<file path="src/rtl/wb_arbiter.sv">
`default_nettype none
// ============================================================================
//  Module      : wb_arbiter
//  Description : Two-master to one-slave Wishbone arbiter. Master m0 is the
//                instruction-fetch port and m1 is the data port; both share
//                the unified-cache slave port. Arbitration is round-robin
//                with a registered grant. A granted master keeps the slave
//                until it is acked, aborts by dropping cyc, or is timed out
//                by the no-ACK watchdog.
//
//  Ports
//    clk, rst_n          : clock (rising edge) / asynchronous active-low reset
//    m0_* / m1_*         : master ports (cyc doubles as stb)
//      *_cyc, *_we, *_sel, *_adr, *_dat_m   in  : request and write data
//      *_dat_s, *_ack, *_err                out : read data, done, timeout
//    s_cyc, s_stb, s_we, s_sel, s_adr, s_dat_m  out : slave request
//    s_dat_s, s_ack                             in  : slave response
//
//  Revision    : 1.0 - initial release
// ============================================================================
module wb_arbiter #(
    parameter int ADR_W   = 16,
    parameter int DAT_W   = 128,
    parameter int TIMEOUT = 64
) (
    input  logic                 clk,
    input  logic                 rst_n,

    input  logic                 m0_cyc,
    input  logic                 m0_we,
    input  logic [DAT_W/8-1:0]   m0_sel,
    input  logic [ADR_W-1:0]     m0_adr,
    input  logic [DAT_W-1:0]     m0_dat_m,
    output logic [DAT_W-1:0]     m0_dat_s,
    output logic                 m0_ack,
    output logic                 m0_err,

    input  logic                 m1_cyc,
    input  logic                 m1_we,
    input  logic [DAT_W/8-1:0]   m1_sel,
    input  logic [ADR_W-1:0]     m1_adr,
    input  logic [DAT_W-1:0]     m1_dat_m,
    output logic [DAT_W-1:0]     m1_dat_s,
    output logic                 m1_ack,
    output logic                 m1_err,

    output logic                 s_cyc,
    output logic                 s_stb,
    output logic                 s_we,
    output logic [DAT_W/8-1:0]   s_sel,
    output logic [ADR_W-1:0]     s_adr,
    output logic [DAT_W-1:0]     s_dat_m,
    input  logic [DAT_W-1:0]     s_dat_s,
    input  logic                 s_ack
);

    localparam int c_sel_w = DAT_W / 8;
    localparam int c_wd_w  = $clog2(TIMEOUT + 1);
    localparam logic [c_wd_w-1:0] c_wd_last = c_wd_w'(TIMEOUT - 1);

    typedef enum logic [1:0] {
        IDLE = 2'd0,
        GNT0 = 2'd1,
        GNT1 = 2'd2
    } state_t;

    state_t              r_state;
    state_t              w_state_nxt;
    logic                r_last_grant;
    logic                w_last_grant_nxt;
    logic [c_wd_w-1:0]   r_wd_cnt;
    logic [c_wd_w-1:0]   w_wd_cnt_nxt;

    logic                w_granted;
    logic                w_is_m1;
    logic                w_cyc;
    logic                w_timeout;

    // ------------------------------------------------------------------
    // Granted-master selection
    // ------------------------------------------------------------------
    assign w_granted = (r_state == GNT0) || (r_state == GNT1);
    assign w_is_m1   = (r_state == GNT1);
    assign w_cyc     = w_is_m1 ? m1_cyc : m0_cyc;

    // Watchdog fires only while the owner still holds cyc and the slave has
    // not answered this cycle: an ack in the last allowed cycle wins, and an
    // abort is never reported as an error.
    assign w_timeout = w_granted && w_cyc && !s_ack && (r_wd_cnt == c_wd_last);

    // ------------------------------------------------------------------
    // State registers
    // ------------------------------------------------------------------
    always_ff @(posedge clk or negedge rst_n) begin
        if (!rst_n) begin
            r_state      <= IDLE;
            r_last_grant <= 1'b1;   // so the first contended grant goes to m0
            r_wd_cnt     <= '0;
        end else begin
            r_state      <= w_state_nxt;
            r_last_grant <= w_last_grant_nxt;
            r_wd_cnt     <= w_wd_cnt_nxt;
        end
    end

    // ------------------------------------------------------------------
    // Next-state logic
    // ------------------------------------------------------------------
    always_comb begin
        w_state_nxt      = r_state;
        w_last_grant_nxt = r_last_grant;
        w_wd_cnt_nxt     = r_wd_cnt;

        case (r_state)
            IDLE: begin
                if (m0_cyc && m1_cyc) begin
                    w_state_nxt = r_last_grant ? GNT0 : GNT1;
                end else if (m0_cyc) begin
                    w_state_nxt = GNT0;
                end else if (m1_cyc) begin
                    w_state_nxt = GNT1;
                end

                if (w_state_nxt == GNT0) begin
                    w_last_grant_nxt = 1'b0;
                    w_wd_cnt_nxt     = '0;
                end else if (w_state_nxt == GNT1) begin
                    w_last_grant_nxt = 1'b1;
                    w_wd_cnt_nxt     = '0;
                end
            end

            GNT0, GNT1: begin
                // Always pass through IDLE after a transaction so the other
                // master gets a fair look at the next arbitration.
                if (s_ack || !w_cyc || w_timeout) begin
                    w_state_nxt = IDLE;
                end else begin
                    w_wd_cnt_nxt = r_wd_cnt + c_wd_w'(1);
                end
            end

            default: begin
                w_state_nxt = IDLE;
            end
        endcase
    end

    // ------------------------------------------------------------------
    // Slave-side outputs: copies of the owner, zero while idle
    // ------------------------------------------------------------------
    assign s_cyc   = w_granted && w_cyc;
    assign s_stb   = w_granted && w_cyc;
    assign s_we    = w_granted && (w_is_m1 ? m1_we : m0_we);
    assign s_sel   = w_granted ? (w_is_m1 ? m1_sel : m0_sel) : {c_sel_w{1'b0}};
    assign s_adr   = w_granted ? (w_is_m1 ? m1_adr : m0_adr) : {ADR_W{1'b0}};
    assign s_dat_m = w_granted ? (w_is_m1 ? m1_dat_m : m0_dat_m) : {DAT_W{1'b0}};

    // ------------------------------------------------------------------
    // Master-side outputs
    // ------------------------------------------------------------------
    assign m0_dat_s = s_dat_s;
    assign m1_dat_s = s_dat_s;

    assign m0_ack   = (r_state == GNT0) && s_ack;
    assign m1_ack   = (r_state == GNT1) && s_ack;
    assign m0_err   = (r_state == GNT0) && w_timeout;
    assign m1_err   = (r_state == GNT1) && w_timeout;

endmodule
`default_nettype wire

</file>
<file path="config.mk">
export PLATFORM = sky130hd
export DESIGN_NAME = wb_arbiter
export DESIGN_NICKNAME = d
export VERILOG_FILES = /design/src/rtl/wb_arbiter.sv
export SDC_FILE = /design/constraint.sdc
export NUM_CORES = 1
export LEC_CHECK = 0
export BUFFER_PORTS_ARGS = -buffer_cell sky130_fd_sc_hd__buf_2
export CAP_MARGIN = 20
export CORE_AREA = 2 2 340 342
export CTS_CLUSTER_DIAMETER = 120
export DETAILED_ROUTE_END_ITERATION = 7
export DIE_AREA = 0 0 342 344
export PLACE_DENSITY_LB_ADDON = 0.2
export SYNTH_ARGS = -nofsm -noshare
export SYNTH_HDL_FRONTEND = slang
export SYNTH_SLANG_ARGS = --single-unit
</file>
<file path="constraint.sdc">
create_clock -name clk -period 3 [get_ports clk]
set_input_delay 0.9 -clock clk [delete_from_list [all_inputs] [get_ports clk]]
set_output_delay 0.9 -clock clk [all_outputs]
set_load 0.02 [all_outputs]
</file>
* Word level (Yosys, flattened, before mapping)
Cells that the tools add are included.
Storage, ports and cells: register bits 10, output and inout port bits 423, word-level logic and storage cells 53
Cells by class: reduce and logical (&&, ||, !) cells 20, eq/ne operators 8, multiplexer cells 21, add/sub/neg operators 1
Operators by type and width (number):
- 2-to-1 mux 128 bit | 2
- 2-to-1 mux 16 bit | 4
- 2-to-1 mux 7 bit | 3
- one-hot mux 7 bit (2 select lines) | 1
- 2-to-1 mux 2 bit | 6
- logical AND 1 bit | 9
- adder 7 x 1 -> 7 bit, second input constant | 1
- == test 7 x 6 -> 1 bit, second input constant | 1
- == test 2 x 1 -> 1 bit, second input constant | 2
- == test 2 bit, second input constant | 2
- 2-to-1 mux 1 bit | 4
- inequality test 2 bit, second input constant | 2
- one-hot mux 2 bit (2 select lines) | 1
- nonzero test 2 bit | 2
- logical OR 1 bit | 3
- inequality test 3 bit, second input constant | 1
- AND reduction 3 bit | 1
- logical NOT 1 bit | 2
- logical NOT 2 bit | 1
- AND reduction 2 bit | 1
- OR reduction 2 bit | 1

* Logic depth before layout (Yosys ltp)
Gate-level depths: netlist of the first run.
depth after elaboration 8, depth in mapped cells 8, gate-level depth less buffers 8

* Least setup slack after synthesis of the first run
No wires, ideal clock.
path kind register to output, start reg r_state[0], end out s_stb, required time 2.100 ns, data arrival time 1.867 ns, cell stages (with the launch flop) 7, setup slack 0.233 ns, cell sequence dfrtp_1 -> inv_1 -> ha_1 -> clkbuf_1 -> clkbuf_1 -> nor2b_1 -> buf_4
On the way: cells in the longest elaborated chain, start to end 3, elaborated cells between the ends (all ways) 5, those cells by class eq/ne (2); mux (1); reduce/logical (2)
Ends and longest elaborated chain:
- start, declared | RTL line 67 | state_t r_state;
- start signal, assigned | RTL line 100 | r_state <= w_state_nxt;
- == test 2 bit or == test 2 x 1 -> 1 bit (tied branches) | RTL line 82, 83
- 2-to-1 mux 1 bit or logical OR 1 bit (tied branches) | RTL line 84, 82
- logical AND 1 bit (*)
- end, declared | RTL line 48 | output logic s_stb,
Every way passes the cells marked *; elsewhere a longest branch is shown, timed or not.

* Final worst setup path of the first run
start reg r_state[1], end out m1_err
On the way: cells in the longest elaborated chain, start to end 6, elaborated cells between the ends (all ways) 8, those cells by class eq/ne (2); mux (1); reduce/logical (5)
Ends and longest elaborated chain:
- == test 2 bit or == test 2 x 1 -> 1 bit (tied branches) | RTL line 82, 83, 168
- 2-to-1 mux 1 bit or logical OR 1 bit (tied branches) | RTL line 84, 82
- logical AND 1 bit (3 in a row) | RTL line 89 | assign w_timeout = w_granted && w_cyc && !s_ack && (r_wd_cnt == c_wd_last);
- logical AND 1 bit (*) | RTL line 168 | assign m1_err = (r_state == GNT1) && w_timeout;
- end, declared | RTL line 45 | output logic m1_err,
Marks and branches as above.

==> results of run 1 <==
through the flow:
step	utilization [%]	hold WS, ns	power (mW)	cells	TNS, ns
final	8.059	0.4834	9.431	2480	0
after CTS	7.868	0.4878	9.384	2469	-0.6307
after floorplan	-	0.4577	5.072	694	0
after global routing	8.057	0.5033	10.16	2479	-0.1719
after global placement	7.214	0.4810	8.171	2441	-2.396
after detailed placement	7.227	0.4822	8.139	2443	-1.707
state kept, by name, summed over array words and instances (netlist names):
register      cells
r_last_grant      1
r_state           2
r_wd_cnt          7
placed cells by master, fill, tap and decap left out, types with 3 or more instances in the layout:
master       n
and2_1       3
buf_12      16
buf_16       9
buf_2      467
buf_4       55
buf_6        9
clkbuf_16    7
dfrtp_1      9
ha_1         5
inv_1        4
mux2i_1    142
mux2i_2      9
mux2i_4     14
nand2_1      9
nand3_1      4
nor2b_1    154
nor2b_2      5
nor2b_4      5
o21ai_1      3
kinds of logic (layout without fill, tap and decap cells):
logic type                 Yosys count  after routing  share of synthesized area, %
buffers and inverters              300            573                         39.11
and+or+nand+nor                    194            194                         21.83
muxes                              166            166                         30.54
AOI/OAI and AO/OA                   17             17                         2.298
DFF                                 10             10                         4.619
adders and majority gates            7              7                         1.608
other                                0              1                             0
routing by layer:
| layer | routed length (um) | up-vias |
|---|---|---|
| li1 | - | 2569 |
| met1 | 16270 | 2375 |
| met2 | 18070 | 468 |
| met3 | 4843 | 118 |
| met4 | 1731 | 4 |
| met5 | 30 | - |
worst paths after layout:
check	startpoint	endpoint	slack (ns)	cells after the start
min in group asynchronous	rst_n	r_wd_cnt[4]$_DFFE_PN0P_	0.53	1
max in group asynchronous	rst_n	r_last_grant$_DFFE_PN1P_	2.19	1
max reg2reg	r_state[1]$_DFFE_PN0P_	r_wd_cnt[0]$_DFFE_PN0P_	0.47	9
min reg2reg	r_last_grant$_DFFE_PN1P_	r_last_grant$_DFFE_PN1P_	0.48	2
min	r_last_grant$_DFFE_PN1P_	r_last_grant$_DFFE_PN1P_	0.48	2
max	r_state[1]$_DFFE_PN0P_	m1_err	0.07	8
worst min-delay path: stages (launching register included):
cell and delay [ns]:
dfstp_2 0.36, nand2_1 0.04, o21ai_0 0.07
power breakdown:
| group | internal [mW] | switching (mW) | leakage (nW) |
|---|---|---|---|
| combinational | 3.93 | 5.05 | 3.79 |
| sequential | 0.172 | 0.0280 | 0.133 |
| clock | 0.179 | 0.0715 | 0.0382 |
cell type report:
class	instances	area, um^2
fillers	13438	104700
flip-flops and latches	10	251.5
diodes	1	2.502
inverters	6	22.52
well taps	1512	1892
repair buffers	563	3575
multi-input cells	384	3356
clock buffers	4	78.83
timing repair:
action                                  in CTS  in global routing
endpoints found under the setup margin      23                123
gates cloned                                 6                  4
resized for setup                           68                 27
setup buffers                               16                  8
==> metrics, run 1 <==
status finished, final reports clean; CTS Sinks 10; Routed WL roughly 41 mm; crit path DAT 2.03 ns; Post-Layout Inst Area around 0.009 mm^2; area of the die 0.1176 mm^2; row cnt 124; register bit total from synthesis 10; pre-CTS setup slack -0.2656 ns; Clk pin slew, worst setup/hold paths 0.04 ns; clock latency on the worst-skew pair approximately 0.24 ns; proportion of layout cells with a drive suffix above 1 62.77%; worst setup margin 0.07196 ns; Post-synth ARST share 100.0%; CP peak stage delay about 0.43 ns; Critical-path top delay cell dfrtp_1; area grow syn2layout 68.54%; Pleak 3.966 nW; Max Clock Skew 0.002521 ns; vias 5534; met3 global-route usage approximately 2.5%; Die H 344 um; met2 Resource Use GR a little under 10%; DR WL/cell 16.51 um; I/O pins 878; worst hold-check path type reg2reg; vias per inst 2.231; Port Buffers approximately 500; worst endpoint required time 2.10 ns; H-tree depth 1; initial core utilization between 4 and 5%; Peak VDD IR approximately 320 uV; Post-DRT Antenna Nets 0; final net count 1430; Syn Std Cell Area 0.005445 mm^2; setup violators final 0; crit path cell chain ha_4, buf_6, buf_16, buf_4, mux2i_4, nor2_4, and4_1, buf_2; drt first pass iters 4; Post-synth top flop dfrtp_1; worst relative slew slack 72.20%; DP HPWL 34.31 mm; fin. max-slew vios 0; synth cell count leaders buf_4, mux2i_1, nor2b_1; via count of the first global-routing pass 5497; critical path class reg2out; register area share after synthesis 4.619%; PwrDens 1028 mW/mm^2; GR Util All Layers between 6 and 7%; initial antenna violation count 13; CTS buffer count 3; Yosys warnings 0; GR Layer Usage met1 ~7.5%; critical path endpoint category output pin; CTS tree built; CP top delay family buffers and inverters; number of flops mapped to enable cells by yosys 0; core area approximately 0.11 mm^2; largest net degree at the start of global routing 49; Synth area leader buf_4; initial DRC count 131; Hold Vio Cnt, Final 0; Synth area leaders buf_4, mux2i_1, nor2b_1; first-pass GRT wire length ~50 mm; DP Area between 0.008 and 0.009 mm^2; busiest grt layer met2; clk buf depth 2; post-route clock period utilization a little over nine tenths; final RePlAce weighted congestion slightly below 0.7; CP Max Fanout 5; hold buffers post-CTS 0; Fmax achieved 0.3415 GHz; Setup crit start kind flop; worst path bufs/invs 4; DRC errors left 0; Worst Tran Pin Value between 0.4 and 0.5 ns; synth unique cells 36; max_cap viols 0; Post-Syn Area per Cell 7.846 um^2; Synth top area share approximately 36%; Net Count, Synth between 1000 and 1500; count leader, synth buf_4; Period minus WS final 2.928 ns; root buf cell clkbuf_16; Die Width around 340 um; Mapped Cells between 600 and 700; unrepaired setup endpoints after global routing yes; gr ovfl total 0
Power figures use the tool's default switching activity.
==> run 2, diff against run 1 <==
Settings changed: PLACE_DENSITY_LB_ADDON 0.2 to 0.15.
==> metrics, run 2 (synthesis gave the netlist of run 1 again) <==
final net count 1431; worst relative slew slack 74.06%; Cells after DPL 2445; Post-DRT Antenna Nets 0; critical path endpoint category output pin; RR Endpoint r_wd_cnt[5]$_DFFE_PN0P_; initial DRC count 73; Pleak 3.913 nW; root buf cell clkbuf_16; hold buffers post-CTS 0; status finished, final reports clean; I/O pins 878; gr ovfl total 0; max reg flops 7; crit path DAT 2.00 ns; row cnt 124; worst hold-check path type reg2reg; DRC errors left 0; Period minus WS final 2.901 ns; final RePlAce weighted congestion between 0.7 and 0.8; Hold Vio Cnt, Final 0; drt first pass iters 4; commonest non-fill, non-tap cell in the layout buf_2; Setup crit start kind flop; met3 global-route usage 2.127%; fin. max-slew vios 0; met2 Resource Use GR 8.776%; H-tree depth 1; Largest Register r_wd_cnt; R2R Path Start r_state[0]$_DFFE_PN0P_; setup violators final 0; first-pass GRT wire length between 40 and 50 mm; post-route clock period utilization 96.69%; PwrDens 978.1 mW/mm^2; via count of the first global-routing pass approximately 5700; Final Non-Filler Cells 2481; DP HPWL 30.41 mm; GR Layer Usage met1 5.660%; DR WL/cell 14.19 um; worst endpoint required time about 2.1 ns; hold path endpoint r_last_grant$_DFFE_PN1P_; Fmax achieved about 0.34 GHz; FF-to-FF path depth 8; hold path cells 2; Total Power 8.755 mW; Port Buffers 493; most frequent cells in the layout buf_2, nor2b_1, mux2i_1; CTS buffer count 3; critical path class reg2out; Worst Tran Pin Value ~0.38 ns; proportion of layout cells with a drive suffix above 1 62.71%; busiest grt layer met2; Peak VDD IR around 320 uV; top flop regs r_wd_cnt (7), r_state (2), r_last_grant (1); vias 5506; vias per inst 2.219; largest net degree at the start of global routing 67; CTS tree built; CTS Sinks 10; max_cap viols 0; Routed WL 35.20 mm; core area 0.1139 mm^2; clk buf depth 2; worst reg2reg setup slack 0.85 ns; CP Max Fanout 7; Die Width around 340 um; fill count 13449; area grow syn2layout 64.38%; initial core utilization 4.782%; Max Clock Skew between 0.002 and 0.003 ns; GR Util All Layers 5.224%; Die H 344 um; area of the die ~0.12 mm^2; Clk pin slew, worst setup/hold paths around 0.040 ns; initial antenna violation count 15; clock latency on the worst-skew pair 0.24 ns; launch point of the worst hold path r_last_grant$_DFFE_PN1P_
==> run 2: cell types whose count changed in the layout (fill, tap and decap cells not counted), moves of 3 or more <==
cell,delta
buf_2,+19
buf_12,-8
buf_6,-8
nor2b_1,+5
nor2b_4,-5
mux2i_1,-4
buf_16,-3
mux2i_2,+3
==> run 2: repair_timing <==
| item | CTS | global route |
|---|---|---|
| pin swaps | 0 | 1 |
| endpoints found under the setup margin | 55 | 55 |
| gates resized for setup | 31 | 36 |
| cloned | 2 | 3 |
| buffers inserted | 2 | 24 |
==> run 2: final cells by class <==
class	count	area [um^2]	share of cell area, %
diodes	1	2.502	0.02796
well taps	1512	1892	21.13
flip-flops and latches	10	251.5	2.810
repair buffers	564	3359	37.53
multi-input cells	384	3334	37.25
clock buffers	4	88.84	0.9925
inverters	6	22.52	0.2516
==> run 2: worst max-delay path: stages (launching register included) <==
cell,delay [ns]
dfrtp_1,0.39
inv_2,0.11
ha_4,0.21
buf_12,0.18
buf_16,0.17
buf_8,0.15
mux2i_2,0.24
nor2b_1,0.10
buf_2,0.17
==> run 2: metal layers <==
metal | share of wire [%] | up-vias | wire length, um
met4 | 4.7 | 8 | 1648
met2 | 46 | 426 | 16070
met5 | 0.17 | - | 60
met3 | 11 | 110 | 3955
li1 | - | 2562 | -
met1 | 38 | 2400 | 13470
==> run 2: through the flow <==
| step | setup TNS, ns | cell area (um^2) | worst slack [ns] | util (%) | hold WS (ns) |
|---|---|---|---|---|---|
| floorplan | 0 | 5445 | 0.2335 | - | 0.4577 |
| global placement | -0.6004 | 8178 | -0.1296 | 7.181 | 0.4914 |
| detailed placement | -0.8129 | 8178 | -0.1795 | 7.181 | 0.4860 |
| CTS | -0.005088 | 8524 | -0.004440 | 7.486 | 0.4929 |
| global route | -0.02084 | 8949 | -0.009993 | 7.858 | 0.5412 |
| finish | 0 | 8951 | 0.09924 | 7.860 | 0.4884 |
==> run 2: power breakdown <==
part	leakage [nW]	switching, mW	internal, mW	total [mW]
combinational	3.74	4.66	3.62	8.29
sequential	0.133	0.0278	0.172	0.200
clock	0.0442	0.0663	0.201	0.267
==> run 2: worst max-delay path by stage <==
stage / end / cells past startpoint / slack (ns) / from
floorplan: s_stb / 6 / 0.23 / r_state[0]$_DFFE_PN0P_
global placement: s_dat_m[40] / 7 / -0.13 / r_state[0]$_DFFE_PN0P_
detailed placement: s_dat_m[40] / 7 / -0.18 / r_state[0]$_DFFE_PN0P_
CTS: s_dat_m[43] / 8 / -0.004 / r_state[0]$_DFFE_PN0P_
global route: s_dat_m[44] / 7 / -0.01 / r_state[0]$_DFFE_PN0P_
finish: s_dat_m[127] / 8 / 0.1 / r_state[0]$_DFFE_PN0P_
==> run 3, diff against run 2 <==
--- a/constraint.sdc
+++ b/constraint.sdc
@@ -3,2 +3,2 @@
 set_output_delay 0.9 -clock clk [all_outputs]
-set_load 0.02 [all_outputs]
+set_load 0.1 [all_outputs]
==> metrics, run 3 (synthesis gave the netlist of run 1 again) <==
Antenna Cells 0; critical path endpoint category output pin; clock latency on the worst-skew pair 0.24 ns; fin. max-slew vios 0; initial DRC count 72; unrepaired setup endpoints after global routing yes; Post-DRT Antenna Nets 0; row cnt 124; Period minus WS final 2.941 ns; via count of the first global-routing pass 5770; crit path DAT 2.04 ns; Worst Tran Pin Value 0.5149 ns; DP HPWL around 27 mm; worst relative slew slack 65.91%; vias per inst 2.204; commonest non-fill, non-tap cell in the layout buf_2; Hold Vio Cnt, Final 0; hold buffers post-CTS 0; setup violators final 0; top flop regs r_wd_cnt (7), r_state (2), r_last_grant (1); largest net degree at the start of global routing 52; worst reg2reg setup slack 0.66 ns; I/O pins just under 900; Die H around 340 um; Max Clock Skew 0.002683 ns; proportion of layout cells with a drive suffix above 1 approximately 82%; most frequent cells in the layout buf_2, buf_12, nor2b_4; gr ovfl total 0; area of the die 0.1176 mm^2; Multi-input gate area 0.004446 mm^2; final net count 1402; post-route clock period utilization a little over nine tenths; worst hold-check path type reg2reg; Routed WL between 30 and 40 mm; Clk pin slew, worst setup/hold paths 0.04 ns; clk buf depth 2; CP Max Fanout 35; initial antenna violation count 6; root buf cell clkbuf_16; drt first pass iters 4; status finished, final reports clean; Setup crit start kind flop; GR Util All Layers 4.689%; critical path class reg2out; CTS tree built; sequential cell area 251.5 um^2; Largest Register r_wd_cnt; DR WL/cell 12.73 um; max_cap viols 0; CTS buffer count 3; final RePlAce weighted congestion 0.7352; DRC errors left 0; initial core utilization around 4.8%; worst endpoint required time 2.10 ns; Port Buffers 493; vias 5402; area grow syn2layout 124.5%; max reg flops 7; first-pass GRT wire length 40.37 mm; H-tree depth 1; Core Util, Final 10.74%; core area ~0.11 mm^2; Die Width 342 um; CTS Sinks 10; fill count 13079; Fmax achieved 0.3400 GHz
==> run 3: cell count changes in the layout (fill, tap and decap cells not counted), moves of 31 or more <==
cell     change
nor2b_1    -157
mux2i_1     -38
buf_4       -31
nor2b_4    +110
buf_2      -159
buf_12     +169
mux2i_2     +36
nor2b_2     +47
==> run 3: critical path, stage by stage (launching register included) <==
cell and delay, ns:
dfrtp_1 0.41, inv_2 0.12, ha_4 0.18, buf_12 0.12
buf_12 0.24, mux2i_1 0.42, nor2b_2 0.10, buf_12 0.18
==> run 3: routing by layer <==
layer	GRT usage (%)	share of wire [%]	up-vias	routed length, um
met5	0	0.042	-	13
met4	2.211	4.4	2	1362
met3	1.400	8.8	118	2752
met2	8.886	54	353	16870
met1	4.655	33	2421	10200
li1	-	-	2508	-
==> run 3: worst paths after layout <==
path / start / endpoint / cells past startpoint
setup reg to reg: r_state[0]$_DFFE_PN0P_ / r_wd_cnt[0]$_DFFE_PN0P_ / 8
max in group asynchronous: rst_n / r_last_grant$_DFFE_PN1P_ / 1
setup / recovery: r_state[0]$_DFFE_PN0P_ / s_dat_m[23] / 7
hold / removal: r_last_grant$_DFFE_PN1P_ / r_last_grant$_DFFE_PN1P_ / 2
min in group asynchronous: rst_n / r_wd_cnt[5]$_DFFE_PN0P_ / 1
hold reg to reg: r_last_grant$_DFFE_PN1P_ / r_last_grant$_DFFE_PN1P_ / 2
==> run 3: repair_timing <==
| action | in CTS | in global routing |
|---|---|---|
| buffers inserted | 1 | 6 |
| gates resized for setup | 67 | 26 |
| pin swaps | 1 | 1 |
| setup endpoints to repair | 96 | 117 |
| cloned | 1 | 2 |
==> run 3: final cells by class <==
type | count | share of cell area [%]
Clock buffer | 4 | 0.6448
Tap cell | 1512 | 15.47
Multi-Input combinational cell | 384 | 36.36
Timing Repair Buffer | 535 | 45.28
Sequential cell | 10 | 2.057
Inverter | 6 | 0.1842
==> run 3: per-stage QoR <==
stage,hold slack (ns),cells,setup slack [ns],TNS (ns),cell area (um^2)
final,0.4870,2451,0.05897,0,12230
after global routing,0.5391,2451,-0.02409,-0.1539,12230
after CTS,0.4917,2443,-0.05499,-0.5870,11950
after detailed placement,0.4845,2437,-0.1631,-0.3742,11540
after global placement,0.4975,2437,-0.2090,-0.4323,11540
after floorplan,0.4577,694,-0.1378,-2.182,6391
Power of run 3 is left out: the tool's default activity adds up to more than one toggle a clock period on the data nets, which glitch-free logic cannot reach.
